## config.mk

```make
export PLATFORM = sky130hd
export DESIGN_NAME = schedule_reader
export DESIGN_NICKNAME = d
export VERILOG_FILES = /design/src/rtl/schedule_reader.sv
export SDC_FILE = /design/constraint.sdc
export NUM_CORES = 1
export LEC_CHECK = 0
export BUFFER_PORTS_ARGS = -buffer_cell sky130_fd_sc_hd__clkbuf_2
export CORE_UTILIZATION = 43
export DETAILED_ROUTE_END_ITERATION = 10
export PLACE_DENSITY = 0.77
export SYNTH_ARGS = -nofsm -noshare
export SYNTH_HDL_FRONTEND = slang
export SYNTH_SLANG_ARGS = --single-unit
```

## constraint.sdc

```tcl
create_clock -name clk -period 2.3 [get_ports clk]
set_input_delay 0.115 -clock clk [delete_from_list [all_inputs] [get_ports clk]]
set_output_delay 0.115 -clock clk [all_outputs]
set_load 0.02 [all_outputs]
```

## src/rtl/schedule_reader.sv

```systemverilog
// Streams one frame of schedule entries from the ping-pong BRAM bank that was
// current when the frame started, presenting each entry over a valid/ready handshake.
module schedule_reader #(
  parameter logic [31:0] BASE_ADDR = 32'd0,
  parameter int unsigned LEN_W     = 8
) (
  input  logic             clk,
  input  logic             rst,
  input  logic             selMem,
  input  logic             start,
  input  logic [LEN_W-1:0] schedLen,
  output logic             rdEn1,
  output logic [31:0]      rdAdd1,
  input  logic [31:0]      rdData1,
  output logic             rdEn2,
  output logic [31:0]      rdAdd2,
  input  logic [31:0]      rdData2,
  output logic             schedValid,
  output logic [31:0]      schedData,
  output logic [LEN_W-1:0] schedIdx,
  input  logic             schedReady,
  output logic             schedDone,
  output logic             busy,
  output logic             bankUsed
);

  typedef enum logic [2:0] {IDLE, ISSUE, CAPTURE, PRESENT, DONE} state_t;

  state_t           state;
  logic [LEN_W-1:0] idx;
  logic [LEN_W-1:0] len;
  logic [LEN_W-1:0] issueIdx;
  logic [31:0]      issueAddr;
  logic             issueBank;
  logic [31:0]      capData;

  // Read enable/address are registered, so they are computed for the entry
  // about to be issued: index 0 from IDLE, idx+1 after a handshake in PRESENT.
  always_comb begin
    issueIdx  = (state == PRESENT) ? idx + LEN_W'(1) : '0;
    issueAddr = BASE_ADDR + 32'(issueIdx);
    issueBank = (state == IDLE) ? selMem : bankUsed;
    capData   = bankUsed ? rdData2 : rdData1;
  end

  always_ff @(posedge clk or negedge rst) begin
    if (!rst) begin
      state      <= IDLE;
      idx        <= '0;
      len        <= '0;
      rdEn1      <= 1'b0;
      rdAdd1     <= '0;
      rdEn2      <= 1'b0;
      rdAdd2     <= '0;
      schedValid <= 1'b0;
      schedData  <= '0;
      schedIdx   <= '0;
      schedDone  <= 1'b0;
      busy       <= 1'b0;
      bankUsed   <= 1'b0;
    end else begin
      rdEn1     <= 1'b0;
      rdAdd1    <= '0;
      rdEn2     <= 1'b0;
      rdAdd2    <= '0;
      schedDone <= 1'b0;
      case (state)
        IDLE: begin
          if (start) begin
            bankUsed <= selMem;
            len      <= schedLen;
            idx      <= '0;
            busy     <= 1'b1;
            if (schedLen == '0) begin
              state     <= DONE;
              schedDone <= 1'b1;
            end else begin
              state <= ISSUE;
              if (issueBank) begin
                rdEn2  <= 1'b1;
                rdAdd2 <= issueAddr;
              end else begin
                rdEn1  <= 1'b1;
                rdAdd1 <= issueAddr;
              end
            end
          end
        end
        ISSUE: state <= CAPTURE;
        CAPTURE: begin
          schedData  <= capData;
          schedIdx   <= idx;
          schedValid <= 1'b1;
          state      <= PRESENT;
        end
        PRESENT: begin
          if (schedReady) begin
            schedValid <= 1'b0;
            if (idx == len - LEN_W'(1)) begin
              state     <= DONE;
              schedDone <= 1'b1;
            end else begin
              idx   <= issueIdx;
              state <= ISSUE;
              if (issueBank) begin
                rdEn2  <= 1'b1;
                rdAdd2 <= issueAddr;
              end else begin
                rdEn1  <= 1'b1;
                rdAdd1 <= issueAddr;
              end
            end
          end
        end
        DONE: begin
          busy  <= 1'b0;
          state <= IDLE;
        end
        default: state <= IDLE;
      endcase
    end
  end

endmodule

```

# Yosys cells after proc, flatten, opt, wreduce, memory -nomap -nowiden
# Cells that the tools add are included.
[totals]
reg_bits = 129
input_bits = 77
output_inout_bits = 110
wordCells = 78
[classes]
n_addsub = 2
eq_ne = 8
mux = 45
reduce_logical = 10
[op_table]
columns = ["operator", "n"]
rows = [
  ["32-bit 2-to-1 mux", 3],
  ["8-bit 2-to-1 mux", 12],
  ["32-bit one-hot mux with 2 select lines", 1],
  ["8-bit one-hot mux with 2 select lines", 2],
  ["1-bit 2-to-1 mux", 17],
  ["3-bit 2-to-1 mux", 4],
  ["3-bit one-hot mux with 4 select lines", 1],
  ["1-bit one-hot mux with 2 select lines", 5],
  ["8-bit by 1-bit adder with 8-bit output, second input constant", 1],
  ["8-bit == test", 1],
  ["8-bit logical NOT", 1],
  ["2-bit AND reduction", 4],
  ["8-bit by 1-bit subtractor with 8-bit output, second input constant", 1],
  ["3-bit by 2-bit == test with 1-bit output, second input constant", 2],
  ["2-bit inequality test, second input constant", 3],
  ["2-bit nonzero test", 3],
  ["4-bit AND reduction", 1],
  ["3-bit by 1-bit == test with 1-bit output, second input constant", 1],
  ["3-bit == test, second input constant", 1],
  ["3-bit logical NOT", 1],
]

# Logic depth before layout (Yosys ltp)
[depth]
word_depth = 6
depth_mapped = 9
ltp_nobuf = 8

# Worst setup path before layout
# No wires, ideal clock.
[synth_timing]
path_type = "register to register"
from = "register len[0]"
to = "register idx[6]"
setup_ps = 125
arrival_ps = 2293
required_time_ps = 2175
path_slack_ps = -118
path_stages_with_launch = 9
n_path_buf = 0
synth_period_minus_slack_ps = 2418
path_cell_list = "dfrtp_1 inv_1 ha_1 or2b_1 or4b_1 a32oi_2 o2111ai_4 o21bai_4 mux2_2"
[synth_via]
elab_chain_len = 4
[synth_lines]
columns = ["element", "line", "text"]
rows = [
  ["start: declaration", "31", "logic [LEN_W-1:0] len;"],
  ["start signal: assignment", "71", "len <= schedLen;"],
  ["8-bit by 1-bit subtractor with 8-bit output", "99", "if (idx == len - LEN_W'(1)) begin"],
  ["8-bit == test", "99", ""],
  ["2-bit inequality test (no line)", "-", ""],
  ["4-bit AND reduction (no line)", "-", ""],
  ["end signal: assignment", "103", "idx <= issueIdx;"],
  ["end: declaration", "30", "logic [LEN_W-1:0] idx;"],
]
# Every way passes these cells.
# A chain may end at the register's enable or synchronous reset.

# Worst setup path after layout
[layout_timing]
from = "register len[1]"
to = "register rdAdd2[0]"
[layout_via]
elab_chain_len = 5
[layout_lines]
columns = ["element", "line", "text"]
rows = [
  ["8-bit by 1-bit subtractor with 8-bit output", "99", ""],
  ["8-bit == test", "99", ""],
  ["32-bit 2-to-1 mux", "99", ""],
  ["32-bit 2-to-1 mux", "97", "if (schedReady) begin"],
  ["32-bit one-hot mux with 2 select lines", "67", "case (state)"],
  ["end signal: assignment", "81", "rdAdd2 <= issueAddr;"],
  ["end signal: assignment", "107", "rdAdd2 <= issueAddr;"],
  ["end: declaration", "16", "output logic [31:0] rdAdd2,"],
]
# Every way passes these cells.

==> impl_metrics.py <==
metrics = {
    "sta": {
        "fmax_ghz": 0.406,
        "skew_ps": 10.6,
        "fin_crit_sh": 1.07,
        "slew-limit-headroom": 0.564,
        "finalSetupViolCount": 28,
        "finalHoldWorstSlack_ps": 16.2,
        "finalWorstSetupSlack_ps": -164,
        "hold_violations": 0,
        "final.min_clock_period_ps": 2460,
        "drv_slew": 0,
        "rsz0062_at_grt": "yes",
        "worst_pin_slew_ps": 653,
    },
    "power_and_ir_drop": {
        "p_per_area_nw_per_um2": 1320,
        "ir_drop_v": 0.000542,
        "p_leak_nw": 2.67,
    },
    "synth": {
        "synth-edff-count": 0,
        "seq_area_frac_synth": 0.482,
        "synth_top_area_frac": 0.482,
        "ys_seq_elements": 81,
        "synth_cell_types": 54,
        "synth_top_area_cell": "dfrtp_1",
        "synthCells": 400,
        "ys.flop_type": "dfrtp_1",
        "yosys-top-cells-area": "dfrtp_1, buf_4, mux2i_1",
        "synthArstFlopShare": 1.00,
        "yosys_warnings": 0,
        "synth_area_per_cell_sq_um": 10.5,
        "syn_area_sq_um": 4210,
    },
    "cells_and_area": {
        "layout_common_cells": "clkbuf_2, dfrtp_1, conb_1, nor2_1, a21oi_1",
        "synthToLayoutAreaGrowth_pct": 26.3,
        "final_common_cell": "clkbuf_2",
        "antenna_cells": 0,
        "nets": 639,
        "drive_gt1_frac": 0.391,
        "layout.cells.non_filler": 692,
    },
    "drt": {
        "vias_per_cell": 4.81,
        "routed.top_layer": "met4",
        "met1_length_microns": 3900,
        "wl_met3_microns": 582,
        "wl_met2_microns": 4820,
        "drc": 0,
        "wl_per_cell_microns": 13.6,
        "ant_nets": 0,
        "drt_iter0_drc": 92,
        "vias": 3326,
        "firstDrtPassIters": 4,
        "wirelength_microns": 9440,
    },
    "placement": {
        "portBuffers": 138,
        "dpl.cell_count": 670,
        "gp_congestion": 0.837,
        "place_hpwl_microns": 6980,
    },
    "global_route": {
        "grtUsageTotal": 0.187,
        "overflow": 0,
        "antenna_found_initial": 0,
        "grt_pass1_vias": 3113,
        "grt_pass1_wl_microns": 14800,
        "grt_max_degree": 50,
    },
    "critical_path": {
        "crit_fanout": 16,
        "arrival_ps": 2660,
        "required_ps": 2490,
        "startpoint_type": "flop",
        "crit_path_end_kind": "flop",
        "crit_type": "reg2reg",
    },
    "status": {
        "outcome": "finished, violations left",
        "violations": "negative setup slack",
    },
    "clock_network": {
        "cts_tree": "yes",
        "cts_buffers": 9,
        "cts_sinks": 81,
        "clk_latency_ps": 350,
        "clkSlewWorstSetupHoldPaths_ps": 80,
        "htreeDepth": 3,
        "clockBufferDepth": 2,
        "clock-root-buffer": "clkbuf_8",
    },
    "floorplanning": {
        "dieWidth_microns": 101,
        "io_pins": 187,
        "rows": 35,
        "die_area_sq_um": 10200,
        "fp.coreArea_sq_um": 9370,
        "start_util": 0.449,
        "die_h_microns": 101,
    },
    "worst_hold_path": {
        "min_path_type": "in2reg",
    },
    "run": {
        "maxCapViolCount": 0,
    },
}
[path summary, 6_finish.rpt]
kind	startpoint	end	slack, ps	cells past startpoint
hold reg to reg	schedValid	schedValid	490	1
hold / removal	schedLen[5]	len[5]	20	2
max in group asynchronous	rst	schedIdx[6]	1350	3
setup reg to reg	len[1]	rdAdd2[0]	-160	10
min in group asynchronous	rst	len[7]	330	2
setup / recovery	len[1]	rdAdd2[0]	-160	10
[per-stage QoR]
stage | utilization | instance area (sq um) | power, W | worst slack, ps | TNS, ps
2_1_floorplan | - | 4380 | 0.00482 | -98.9 | -346
3_3_place_gp | 0.532 | 4990 | 0.00577 | -108 | -1920
3_5_place_dp | 0.532 | 4990 | 0.00589 | -160 | -3000
4_1_cts | 0.559 | 5240 | 0.00694 | -156 | -3190
5_1_grt | 0.567 | 5320 | 0.00752 | -253 | -5710
6_report | 0.567 | 5320 | 0.00701 | -164 | -3150
[synthesized netlist by cell type, drive strengths merged, types with 7 or more instances]
cell    count
dfrtp      81
buf        56
nor2       47
a21oi      38
mux2i      33
nand2      20
mux2       17
clkbuf     15
nor4        9
xnor2       7
xor2        7
[repair_timing]
item                                   CTS  global route
hold buffers                             4             0
resized for setup                        5            12
setup endpoints to repair               25            29
buffers inserted                         2             2
endpoints found under the hold margin   51             0
pin swaps                                4             6
[area by class of cell]
class	count	area, sq um
inverter	3	11.3
sequential	81	2030
clock inverter	4	45.0
clock buffer	10	138
multi-input combinational	292	1920
fill	871	4060
timing repair buffer	173	1010
tap	129	161
[metal layers]
metal,vias up,GRT usage
li1,1616,-
met1,1569,0.234
met2,132,0.320
met3,9,0.0395
met4,0,0.0669
met5,-,0
[sequential cells by signal, indices dropped and copies added (netlist names)]
signal,count
bankUsed,1
busy,1
idx,8
len,8
rdAdd1,8
rdAdd2,8
rdEn1,1
rdEn2,1
schedData,32
schedDone,1
schedIdx,8
schedValid,1
state,3
[cells by family (layout without fill, tap and decap cells)]
kind of cell / count (synthesis) / in the layout / synth area share
AOI/OAI and AO/OA: 64 / 64 / 0.104
xor gates and xnor gates: 14 / 14 / 0.0291
adders and majority gates: 2 / 2 / 0.00595
buffers and inverters: 74 / 190 / 0.118
DFF: 81 / 81 / 0.482
muxes: 50 / 50 / 0.124
other: 1 / 48 / 0.000891
and+or+nand+nor: 114 / 114 / 0.136
[critical path: stages, from the launching register on]
cell       delay, ps
dfrtp_1          410
inv_2             90
ha_4             120
or2b_1           230
or4b_1           480
a32oi_2          210
o2111ai_4        230
buf_6            190
a21oi_4          130
buf_12           150
nor4_1            60
[power breakdown]
group | leakage [nW] | internal, W | total, W | switching, W
clock network | 0.0978 | 0.000514 | 0.00100 | 0.000490
logic | 1.59 | 0.00154 | 0.00366 | 0.00211
registers | 0.982 | 0.00197 | 0.00235 | 0.000379
total | 2.67 | 0.00403 | 0.00701 | 0.00298
Note: power is estimated with default switching activity, not from simulation.
